File: src/rtl/bus_initiator_pkg.sv
// rtl/bus_initiator_pkg.sv - shared CPU bus types and constants
package bus_initiator_pkg;

  localparam int DATA_W = 32;
  localparam int ADDR_W = 32;
  localparam logic [31:0] RESET_PC = 32'h0040_0000;

  typedef enum logic [1:0] {
    IDLE   = 2'd0,
    SETUP  = 2'd1,
    ACCESS = 2'd2,
    RESP   = 2'd3
  } state_t;

  function automatic int ctr_width(input int timeout);
    return (timeout > 0) ? $clog2(timeout + 1) : 1;
  endfunction

endpackage

File: src/rtl/bus_timeout_ctr.sv
// rtl/bus_timeout_ctr.sv - access-phase wait counter with expiry flag
// expire is high during the last permitted ACCESS cycle, so a missing ack then ends the access.
module bus_timeout_ctr #(
  parameter int TIMEOUT = 15
) (
  input  logic clk,
  input  logic rst,
  input  logic clear,
  input  logic inc,
  output logic expire
);
  import bus_initiator_pkg::*;

  localparam int CW = ctr_width(TIMEOUT);

  generate
    if (TIMEOUT == 0) begin : g_off
      assign expire = 1'b0;
    end else begin : g_on
      localparam logic [CW-1:0] LAST = CW'(TIMEOUT - 1);
      logic [CW-1:0] count;

      always_ff @(posedge clk) begin
        if (rst || clear) begin
          count <= '0;
        end else if (inc) begin
          count <= count + 1'b1;
        end
      end

      assign expire = (count == LAST);
    end
  endgenerate

endmodule

File: src/rtl/bus_initiator.sv
// rtl/bus_initiator.sv - strobe-bus initiator: setup, access with ack/timeout, one-cycle response
module bus_initiator #(
  parameter int DATA_W  = bus_initiator_pkg::DATA_W,
  parameter int ADDR_W  = bus_initiator_pkg::ADDR_W,
  parameter int TIMEOUT = 15
) (
  input  logic              clk,
  input  logic              rst,
  input  logic              req_valid,
  output logic              req_ready,
  input  logic              req_we,
  input  logic [ADDR_W-1:0] req_addr,
  input  logic [DATA_W-1:0] req_wdata,
  output logic              resp_valid,
  output logic              resp_err,
  output logic [DATA_W-1:0] resp_rdata,
  output logic [ADDR_W-1:0] bus_addr,
  output logic [DATA_W-1:0] bus_wdata,
  output logic              bus_read,
  output logic              bus_write,
  input  logic [DATA_W-1:0] bus_rdata,
  input  logic              bus_ack
);
  import bus_initiator_pkg::*;

  state_t state, state_next;
  logic   we_q;
  logic   accept;
  logic   ctr_clear, ctr_inc, ctr_expire;
  logic   req_ready_d, resp_valid_d, resp_err_d, bus_read_d, bus_write_d;

  assign accept    = (state == IDLE) && req_valid;
  assign ctr_clear = (state == SETUP);
  assign ctr_inc   = (state == ACCESS) && !bus_ack;

  bus_timeout_ctr #(.TIMEOUT(TIMEOUT)) u_timeout (
    .clk    (clk),
    .rst    (rst),
    .clear  (ctr_clear),
    .inc    (ctr_inc),
    .expire (ctr_expire)
  );

  always_ff @(posedge clk) begin
    if (rst) begin
      state <= IDLE;
    end else begin
      state <= state_next;
    end
  end

  always_comb begin
    state_next = state;
    case (state)
      IDLE:    if (req_valid) state_next = SETUP;
      SETUP:   state_next = ACCESS;
      ACCESS:  if (bus_ack || ctr_expire) state_next = RESP;
      RESP:    state_next = IDLE;
      default: state_next = IDLE;
    endcase
  end

  // Output flops are loaded from the next state so each output lines up with its state.
  always_comb begin
    req_ready_d  = (state_next == IDLE);
    resp_valid_d = (state_next == RESP);
    resp_err_d   = (state == ACCESS) && (state_next == RESP) && !bus_ack;
    bus_read_d   = (state_next == ACCESS) && !we_q;
    bus_write_d  = (state_next == ACCESS) && we_q;
  end

  always_ff @(posedge clk) begin
    if (rst) begin
      req_ready  <= 1'b1;
      resp_valid <= 1'b0;
      resp_err   <= 1'b0;
      bus_read   <= 1'b0;
      bus_write  <= 1'b0;
      bus_addr   <= '0;
      bus_wdata  <= '0;
      resp_rdata <= '0;
      we_q       <= 1'b0;
    end else begin
      req_ready  <= req_ready_d;
      resp_valid <= resp_valid_d;
      resp_err   <= resp_err_d;
      bus_read   <= bus_read_d;
      bus_write  <= bus_write_d;
      if (accept) begin
        bus_addr  <= req_addr;
        bus_wdata <= req_wdata;
        we_q      <= req_we;
      end
      if (state == ACCESS && !we_q) begin
        if (bus_ack) begin
          resp_rdata <= bus_rdata;
        end else if (ctr_expire) begin
          resp_rdata <= '0;
        end
      end
    end
  end

endmodule

File: config.mk
export PLATFORM = sky130hd
export DESIGN_NAME = bus_initiator
export DESIGN_NICKNAME = d
export VERILOG_FILES = /design/src/rtl/bus_initiator_pkg.sv /design/src/rtl/bus_timeout_ctr.sv /design/src/rtl/bus_initiator.sv
export SDC_FILE = /design/constraint.sdc
export NUM_CORES = 1
export LEC_CHECK = 0
export BUFFER_PORTS_ARGS = -buffer_cell sky130_fd_sc_hd__buf_2
export CAP_MARGIN = 30
export CORE_ASPECT_RATIO = 1.25
export CORE_MARGIN = 3
export CORE_UTILIZATION = 45
export CTS_CLUSTER_SIZE = 30
export DETAILED_ROUTE_END_ITERATION = 10
export PLACE_DENSITY = 0.88
export SLEW_MARGIN = 40
export SYNTH_ARGS = -nofsm -noshare
export SYNTH_HDL_FRONTEND = slang
export SYNTH_SLANG_ARGS = --single-unit
File: constraint.sdc
create_clock -name clk -period 1.6 [get_ports clk]
set_clock_uncertainty 0.05 [all_clocks]
set_input_delay 0.24 -clock clk [delete_from_list [all_inputs] [get_ports clk]]
set_output_delay 0.24 -clock clk [all_outputs]
set_load 0.02 [all_outputs]
* Yosys cells after proc, flatten, opt, wreduce, memory -nomap -nowiden
Cells that the tools add are included.
** Operators by class
- $add $sub $neg :: 1
- Multiply operators :: 0
- Divide/modulo/power cells :: 0
- $lt $le $gt $ge :: 0
- Equality and inequality tests :: 6
- Shifts and indexed selects :: 0
- Muxes and demuxes :: 5
- Bitwise logic cells :: 0
- Reductions and logical operators :: 15
** Operators by type and width (number)
- $mux W32 :: 2
- $eq A2 B2 Y1 const B :: 4
- $pmux W2 S4 :: 1
- $logic_and A1 B1 Y1 :: 7
- $add A4 B1 Y4 const B :: 1
- $eq A4 B4 Y1 const B :: 1
- $logic_not A2 Y1 :: 2
- $mux W2 :: 2
- $eq A2 B1 Y1 const B :: 1
- $logic_not A1 Y1 :: 2
- $logic_or A1 B1 Y1 :: 2
- $reduce_and A2 Y1 :: 1
- $reduce_bool A2 Y1 :: 1
** Word-level totals
- Register bits after elaboration :: 108
- Latch bits :: 0
- RAM bits :: 0
- Bits in read-only memories :: 0
- Input bits :: 101
- Output and inout port bits :: 101
- Word-level logic and storage cells :: 38
- Memories kept :: 0

* Logic depth before layout (Yosys ltp)
Gate-level depths: netlist of the first run.
- Word-level depth :: 7
- Gate-level depth with buffers :: 7
- Mapped depth without buffers :: 5

* Modules after synthesis
Synthesis of the first run repeated with hierarchy kept, for this count alone.
** Second synthesis, totals
- Cell total of the unflattened synthesis :: 474
- Area total of the unflattened synthesis :: 3846.2 um2
** By module, submodules not included
- bus_initiator :: times used 1, cells each 454, area each 3648.5 um2, seq. area each 2082.0 um2
- bus_timeout_ctr :: times used 1, cells each 20, area each 197.7 um2, seq. area each 80.1 um2

* Worst setup path after synthesis of the first run
No wires, ideal clock.
- Kind :: register -> register
- Start point :: reg state[0]
- End point :: reg bus_addr[25]
- Setup time :: 0.070 ns
- Data arrival time :: 1.328 ns
- Required time :: 1.480 ns
- Slack :: 0.151 ns
- Stages on the path, launching flop included :: 8
- Buffers on the path :: 2
- Period minus slack after synthesis :: 1.449 ns
- Cells stage by stage :: dfxtp_1 > inv_1 > ha_1 > nand2_1 > buf_2 > buf_1 > nand2_1 > a21oi_1
** On the way
- Cells in the longest elaborated chain, start to end :: 2
** Ends and longest elaborated chain
- start, declared :: line bus_initiator.sv:26 : state_t state, state_next;
- start signal, assigned :: line bus_initiator.sv:48 : state <= state_next;
- $logic_not A2 Y1 :: line bus_initiator.sv:32 : assign accept = (state == IDLE) && req_valid;
- $logic_and A1 B1 Y1 :: line bus_initiator.sv:32
- end signal, assigned :: line bus_initiator.sv:90 : bus_addr <= req_addr;
- end, declared :: line bus_initiator.sv:17 : output logic [ADDR_W-1:0] bus_addr,
No other way between the ends.
A chain may end at the register's enable or synchronous reset.

* Final worst setup path of the first run
- Start point :: reg state[0]
- End point :: reg req_ready
** On the way
- Cells in the longest elaborated chain, start to end :: 3
- Elaborated cells on any way between the ends :: 8
- Those cells by class :: eq/ne: 3; mux: 3; reduce/logical: 2
** Ends and longest elaborated chain
- $eq A2 B2 Y1 (tied with other cells) :: line bus_initiator.sv:54 : case (state)
- $pmux W2 S4 * :: line bus_initiator.sv:54
- $logic_not A2 Y1 * :: line bus_initiator.sv:65 : req_ready_d = (state_next == IDLE);
- end signal, assigned :: line bus_initiator.sv:84 : req_ready <= req_ready_d;
- end, declared :: line bus_initiator.sv:10 : output logic req_ready,
Every way passes the cells marked *; elsewhere a longest branch is shown, timed or not.

==> qor.yml, run 1 <==
outcome: "completed"
synth.net_count: 584
slew_violations: 0
finalCritPeriodShare_pct: 95.91
cts_max_level: 3
row_count: 37
static-leakage-power_nw: 2.460
placed_cells: 747
hold_buffers: 0
ys.flop_type: "dfxtp_1"
finalSetupViolCount: 0
die-area_um2: 9791
die_height_um: 109.9
grt_pass1_wl_um: 15900
drc: 0
groute.usage.overall_pct: 20.63
post_cts_buffers: 0
crit_type: "flip-flop to flip-flop"
timing.fmax_mhz: 651.7
ctsResizeCount: 0
ff2ff_path_depth: 5
synth_seq_cells: 108
synth_area_leaders: "dfxtp_1, nand2_1, a21oi_1"
drive_above_1_share_pct: 35.38
hp-class: "input port to flip-flop"
post_dp_cell_area_um2: 4982
total_power_mw: 6.715
fin_cells: 764
overflow: 0
rsz0062_at_grt: "yes"
nets: 770
r2r_slack_ns: 0.07
worstHoldEndpoint: "resp_rdata[27]"
core_um2: 8333
drtPass1Iterations: 4
syn_inst: 477
r2r-end: "req_ready"
cts_buffer_depth: 2
ys_types: 31
insertion_delay_ns: 0.35
cts_tree: "built"
hold_depth: 3
utilization_pct: 63.32
grt_pass1_vias: 3701
crit_fanout: 6
seqPwrFrac_pct: 46.4
ioPinCount: 202
worstPathArrival_ns: 1.75
diodes: 0
routed_wl_um: 10550
yosysTopAreaCell: "dfxtp_1"
io_buffers: 201
power_density_nw_per_um2: 1273
final.setup.tns_ns: 0
area.growth.synth_to_final_pct: 35.81
postLayoutCellArea_um2: 5276
timing.slew.headroom_pct: 71.45
async_flop_share_pct: 0
start_util_pct: 46.62
ys_seq_area_share_pct: 55.65
min_period_ns: 1.535
via_per_inst: 5.151
drt-initial-drc-count: 237
netlist_area_um2: 3885
p_int_mw: 4.545
hold_viol_final: 0
timing.rr.start: "state[0]"
wl_per_cell_um: 13.80
path_clk_slew_ns: 0.10
yosysWarnings: 0
p_sw_share_pct: 32.31
synth.avg_cell_area_um2: 8.145
die_w_um: 89.11
clkSinkCount: 108
vias: 3935
ctsRootBufferMaster: "clkbuf_8"
ir_drop_mv: 0.5306
timing.max_cap.violations: 0
end_kind: "flip-flop"
min_from: "bus_rdata[27]"
combPwrFrac_pct: 26.6
clockPowerShare_pct: 27.1
cts_buffers: 9
synth_top_area_share_pct: 55.65
grt_max_degree: 66
setup.worst_path.start_class: "flip-flop"
switchingPower_mw: 2.170
grt_antenna_before_repair: 0
ant_nets: 0
crit_required_ns: 1.81
gp_congestion: 0.7884
synth_edf_count: 0
tightest_slew_ns: 0.4283
dp_hpwl_um: 7441
==> registers in the layout (all words and copies together), names as in the netlist <==
name and count:
u_timeout.g_on.count 4, bus_read 1, resp_valid 1, bus_wdata 32
bus_write 1, resp_err 1, state 2, req_ready 1
bus_addr 32, we_q 1, resp_rdata 32
==> metrics by stage <==
step           hold WS (ns)  setup WS [ns]
2_1_floorplan        0.3260         0.1514
3_3_place_gp         0.3882         0.1157
3_5_place_dp         0.3943        0.04707
4_1_cts             0.03171        0.03036
5_1_grt             0.03602       -0.01807
6_report            0.05813        0.06544
==> routing by layer <==
metal,GRT usage (%),up-vias,part of all wire [%]
met5,0,-,0
met4,10.96,0,2.9
met3,5.547,26,8.6
met2,36.20,182,50
met1,22.17,1793,39
li1,-,1934,-
==> cell type report <==
class	count	area, um^2
fillers	710	3057
multi-input cells	329	1572
flip-flops and latches	108	2165
repair buffers	211	1181
well taps	97	121.4
clock inverters	5	85.08
inverters	4	15.01
clock buffers	10	137.6
==> worst max-delay path by stage <==
stage	endpoint	slack, ns	startpoint
floorplan	bus_addr[25]	0.15	state[0]
global placement	req_ready	0.12	state[0]
detailed placement	req_ready	0.05	state[0]
CTS	req_ready	0.03	state[0]
global route	u_timeout.g_on.count[3]	-0.02	state[0]
finish	req_ready	0.07	state[0]
==> synth_stat cells (4+ instances only) <==
| cell | count |
|---|---|
| a21oi_1 | 97 |
| buf_1 | 12 |
| o21ai_1 | 30 |
| nand2_1 | 163 |
| nor2_1 | 5 |
| dfxtp_1 | 108 |
| clkbuf_1 | 5 |
| buf_2 | 18 |
| nor3_1 | 4 |
| ha_1 | 6 |
==> power by group through the flow <==
stage	Combinational, mW	Clock, mW	Sequential [mW]
2_1_floorplan	0.785	0	3.49
3_3_place_gp	1.66	0	3.16
3_5_place_dp	1.73	0	3.17
4_1_cts	1.73	1.86	3.11
5_1_grt	1.97	1.96	3.14
6_report	1.78	1.82	3.11
==> logic make-up after synthesis <==
group	synth area share, %
buf+inv	4.476
simple gates	19.16
flops	55.65
compound gates	18.33
fa+ha+maj	1.932
xor+xnor	0.4510
==> placed cells by master, fill, tap and decap left out, drive strengths merged, types with 4 or more instances in the layout <==
master    n
nand2   163
nor3      4
o21ai    33
ha        6
dfxtp   108
buf     209
clkbuf   12
inv       5
a21oi    97
nor2      5
==> critical path, cell delays in order, from the launching register on <==
cell,delay [ns]
dfxtp_2,0.37
inv_1,0.08
ha_1,0.25
nor3b_1,0.16
a211o_1,0.34
o21a_1,0.19
No activity file was read; power rests on OpenSTA's default activity.
==> run 2, diff against run 1 <==
--- a/config.mk
+++ b/config.mk
@@ -8,7 +8,7 @@
 export BUFFER_PORTS_ARGS = -buffer_cell sky130_fd_sc_hd__buf_2
 export CAP_MARGIN = 30
 export CORE_ASPECT_RATIO = 1.25
-export CORE_MARGIN = 3
+export CORE_MARGIN = 4
 export CORE_UTILIZATION = 45
 export CTS_CLUSTER_SIZE = 30
 export DETAILED_ROUTE_END_ITERATION = 10
==> constraint.sdc (replaced) <==
create_clock -name clk -period 1.45 [get_ports clk]
set_clock_uncertainty 0.05 [all_clocks]
set_input_delay 0.0725 -clock clk [delete_from_list [all_inputs] [get_ports clk]]
set_output_delay 0.0725 -clock clk [all_outputs]
set_load 0.02 [all_outputs]
==> qor.yml, run 2 (synthesis gave the netlist of run 1 again) <==
grt_antenna_before_repair: 0
fin_ws_ns: -0.01279
p_int_mw: 5.006
combPwrFrac_pct: 33.3
hold_viol_final: 0
area.growth.synth_to_final_pct: 65.35
start_util_pct: 46.62
die_height_um: 111.9
drc: 0
ir_drop_mv: 0.5753
p_sw_share_pct: 34.53
ctsRootBufferMaster: "clkbuf_8"
timing.max_cap.violations: 0
fillers: 516
nets: 878
switchingPower_mw: 2.640
ioPinCount: 202
finalSetupViolCount: 1
max_stage_delay_ns: 0.37
drt-initial-drc-count: 322
rsz0062_at_grt: "yes"
crit_type: "flip-flop to flip-flop"
cts_buffer_depth: 2
gp_congestion: 0.7921
crit_fanout: 17
die_w_um: 91.11
utilization_pct: 77.09
end_kind: "flip-flop"
clkSinkCount: 108
finalCritPeriodShare_pct: 100.9
core_um2: 8333
setup.worst_path.start_class: "flip-flop"
die-area_um2: 10190
ant_nets: 0
clockPowerShare_pct: 21.5
hp-class: "input port to flip-flop"
wl_per_cell_um: 17.11
min_period_ns: 1.463
slowest_stage: "dfxtp_4"
drive_above_1_share_pct: 33.55
reg.largest.list: "bus_addr x32, bus_wdata x32, resp_rdata x32"
violations: "setup timing"
whs_ns: 0.03107
static-leakage-power_nw: 2.928
outcome: "finished with violations"
overflow: 0
slew_violations: 0
via_per_inst: 5.312
dp_hpwl_um: 7622
vias: 4632
grt_max_degree: 66
crit_required_ns: 1.67
drtPass1Iterations: 5
timing.slew.headroom_pct: 72.88
cts_tree: "built"
cts_max_level: 3
timing.fmax_mhz: 683.6
insertion_delay_ns: 0.35
row_count: 37
groute.usage.overall_pct: 26.45
grt_pass1_vias: 4659
cts_buffers: 9
power_density_nw_per_um2: 1190
routed_wl_um: 14920
final_common_cell: "buf_2"
tightest_slew_ns: 0.4069
diodes: 0
final_cell_mix: "buf_2, nand2_1, dfxtp_1"
worstPathArrival_ns: 1.69
seqPwrFrac_pct: 45.1
path_clk_slew_ns: 0.10
io_buffers: 201
grt_pass1_wl_um: 22190
crit_chain: "inv_2, ha_2, and2_4, buf_12, nand2_1, a21oi_1"
run 2: cell count changes in the layout (fill, tap and decap cells not counted), sizes merged:
| cell | change |
|---|---|
| inv | -1 |
| clkinvlp | +1 |
| bufinv | -2 |
| clkbuf | +5 |
| buf | +8 |
| dlygate4sd3 | +97 |
run 2: power groups by stage:
| stage | registers (mW) | logic [mW] | clock network, mW |
|---|---|---|---|
| global route | 3.48 | 2.72 | 1.81 |
| floorplan | 3.85 | 0.866 | 0 |
| finish | 3.45 | 2.55 | 1.65 |
| CTS | 3.42 | 2.16 | 1.66 |
| global placement | 3.48 | 1.87 | 0 |
| detailed placement | 3.49 | 1.94 | 0 |
run 2: final timing paths:
path | from | endpoint | slack [ns] | cells after the start
setup / recovery | state[1] | bus_wdata[14] | -0.01 | 6
hold / removal | rst | state[0] | 0.03 | 2
setup reg to reg | state[1] | bus_wdata[14] | -0.01 | 6
hold reg to reg | bus_wdata[16] | bus_wdata[16] | 0.41 | 2
run 2: metrics by stage:
| stage | TNS, ns | instances | worst slack, ns | instance area (um^2) | power (mW) |
|---|---|---|---|---|---|
| detailed placement | -0.1500 | 751 | -0.04918 | 5012 | 5.431 |
| global placement | 0 | 751 | 0.03074 | 5012 | 5.352 |
| global route | -0.2417 | 872 | -0.05617 | 6424 | 8.010 |
| floorplan | 0 | 477 | 0.001383 | 3885 | 4.714 |
| CTS | -0.03457 | 863 | -0.01514 | 6172 | 7.243 |
| finish | -0.01279 | 872 | -0.01279 | 6424 | 7.647 |
run 2: area by class of cell:
type                            instances  area (um^2)  area share, %
Multi-Input combinational cell        329         1635          25.46
Tap cell                               97        121.4          1.889
Timing Repair Buffer                  319         2311          35.98
Inverter                                4        17.52         0.2727
Clock buffer                           12        145.1          2.259
Sequential cell                       108         2170          33.77
Clock inverter                          3        23.77         0.3701
run 2: what timing repair did:
item                                    CTS  global route
buffers inserted                          0             2
gates cloned                              0             7
endpoints found under the setup margin   12           104
hold buffers                             97             0
endpoints found under the hold margin    97             0
pin swaps                                 1             5
gates resized for setup                   5            24
run 2: layer usage:
metal	up-vias	wire length [um]	track usage, %
met1	2155	5334	28.35
met2	277	7760	48.62
met5	-	0	0
li1	2146	-	-
met3	54	1237	7.365
met4	0	585	10.36
run 2: critical path, delay by kind of cell, from the launching register on:
family / cells / cell delay (ns)
adders and majority gates: 1 / 0.20
DFF: 1 / 0.37
and+or+nand+nor: 2 / 0.30
buffers and inverters: 2 / 0.26
AOI/OAI and AO/OA: 1 / 0.19
==> run 3, diff against run 2 <==
--- a/config.mk
+++ b/config.mk
@@ -12,6 +12,7 @@
 export CORE_UTILIZATION = 45
 export CTS_CLUSTER_SIZE = 30
 export DETAILED_ROUTE_END_ITERATION = 10
+export MAX_ROUTING_LAYER = met4
 export PLACE_DENSITY = 0.88
 export SLEW_MARGIN = 40
 export SYNTH_ARGS = -nofsm -noshare
==> qor.yml, run 3 (synthesis gave the netlist of run 1 again) <==
outcome: "completed"
vias: 4626
nets: 879
final_cell_mix: "buf_2, nand2_1, dfxtp_1"
rsz0062_at_grt: "yes"
core_um2: 8333
via_per_inst: 5.299
hp-class: "input port to flip-flop"
cts_tree: "built"
cts_buffers: 9
end_kind: "flip-flop"
use_met2_pct: 48.67
drtPass1Iterations: 5
static-leakage-power_nw: 2.944
timing.fmax_mhz: 696.5
timing.max_cap.violations: 0
start_util_pct: 46.62
routed_wl_um: 15320
crit_type: "flip-flop to flip-flop"
ctsRootBufferMaster: "clkbuf_8"
wl_per_cell_um: 17.54
ir_drop_mv: 0.5497
grt_max_degree: 66
overflow: 0
max_stage_delay_ns: 0.39
drive_above_1_share_pct: 33.25
utilization_pct: 77.51
groute.usage.overall_pct: 27.22
insertion_delay_ns: 0.36
crit_buf_inv: 1
diodes: 0
crit_chain: "inv_4, ha_4, nor3b_1, a211o_1, o21a_1"
die-area_um2: 10190
drt-initial-drc-count: 268
ant_nets: 0
drc: 0
post-place-ws_ns: -0.04918
clkSinkCount: 108
io_buffers: 201
tightest_slew_ns: 0.3938
die_w_um: 91.11
grt_antenna_before_repair: 0
grt_pass1_vias: 4664
setup.worst_path.start_class: "flip-flop"
grt_busiest_layer: "met2"
finalCritPeriodShare_pct: 99.02
min_period_ns: 1.436
ioPinCount: 202
fin_ws_ns: 0.01423
path_clk_slew_ns: 0.10
fillers: 514
grt_pass1_wl_um: 22160
hold_viol_final: 0
slew_violations: 0
cts_buffer_depth: 2
total_power_mw: 7.739
crit_fanout: 6
area.growth.synth_to_final_pct: 66.25
cts_max_level: 3
reg.largest.list: "bus_addr x32, bus_wdata x32, resp_rdata x32"
timing.slew.headroom_pct: 73.75
dp_hpwl_um: 7622
grt_util_met3_pct: 5.608
finalSetupViolCount: 0
use_met1_pct: 29.15
worstPathArrival_ns: 1.64
row_count: 37
multi_input_area_um2: 1634
seq_area_um2: 2170
die_height_um: 111.9
slowest_stage: "dfxtp_4"
final_common_cell: "buf_2"
gp_congestion: 0.8033
crit_required_ns: 1.65
critical_path.top_delay_family: "compound AO/OA/AOI/OAI gates"
power_density_nw_per_um2: 1198
## run 3: where the power goes
group | total [mW] | internal, mW | switching, mW
clock | 1.65 | 0.669 | 0.978
sequential | 3.46 | 3.28 | 0.174
combinational | 2.64 | 1.11 | 1.53
total | 7.74 | 5.06 | 2.68
## run 3: worst paths after layout
kind,slack (ns),from,end,cells past startpoint
worst max register to register,0.01,state[1],req_ready,5
worst max-delay path,0.01,state[1],req_ready,5
worst min register to register,0.41,bus_addr[10],bus_addr[10],2
worst min-delay path,0.03,rst,state[0],2
## run 3: stage by stage
step | hold WS (ns) | std cells | TNS, ns | area, um^2
after floorplan | 0.1585 | 477 | 0 | 3885
after global placement | 0.2612 | 751 | 0 | 5012
after detailed placement | 0.2693 | 751 | -0.1500 | 5012
after CTS | 0.01983 | 863 | -0.03457 | 6172
after global routing | 0.02325 | 873 | -0.1283 | 6459
final | 0.02693 | 873 | 0 | 6459
## run 3: layer usage
layer / up-vias / share of wire, %
met5: - / 0
met4: 0 / 3.0
met3: 40 / 8.0
met2: 264 / 53
met1: 2169 / 36
li1: 2153 / -
## run 3: worst reg2reg max path, cell delays in order (launching register included)
cell and delay, ns:
dfxtp_4 0.39, inv_4 0.06, ha_4 0.17, nor3b_1 0.14, a211o_1 0.32, o21a_1 0.21
## run 3: cell type report
type	count	share of cell area, %
clock buffers	12	2.247
clock inverters	3	0.3681
inverters	4	0.3100
multi-input cells	329	25.30
flip-flops and latches	108	33.59
well taps	97	1.879
repair buffers	320	36.30
## run 3: what timing repair did
action,in CTS,in global routing
gates resized for setup,5,25
pin swaps,1,5
setup buffers,0,2
hold buffers,97,0
hold endpoints to repair,97,0
setup endpoints to repair,12,104
gates cloned,0,8
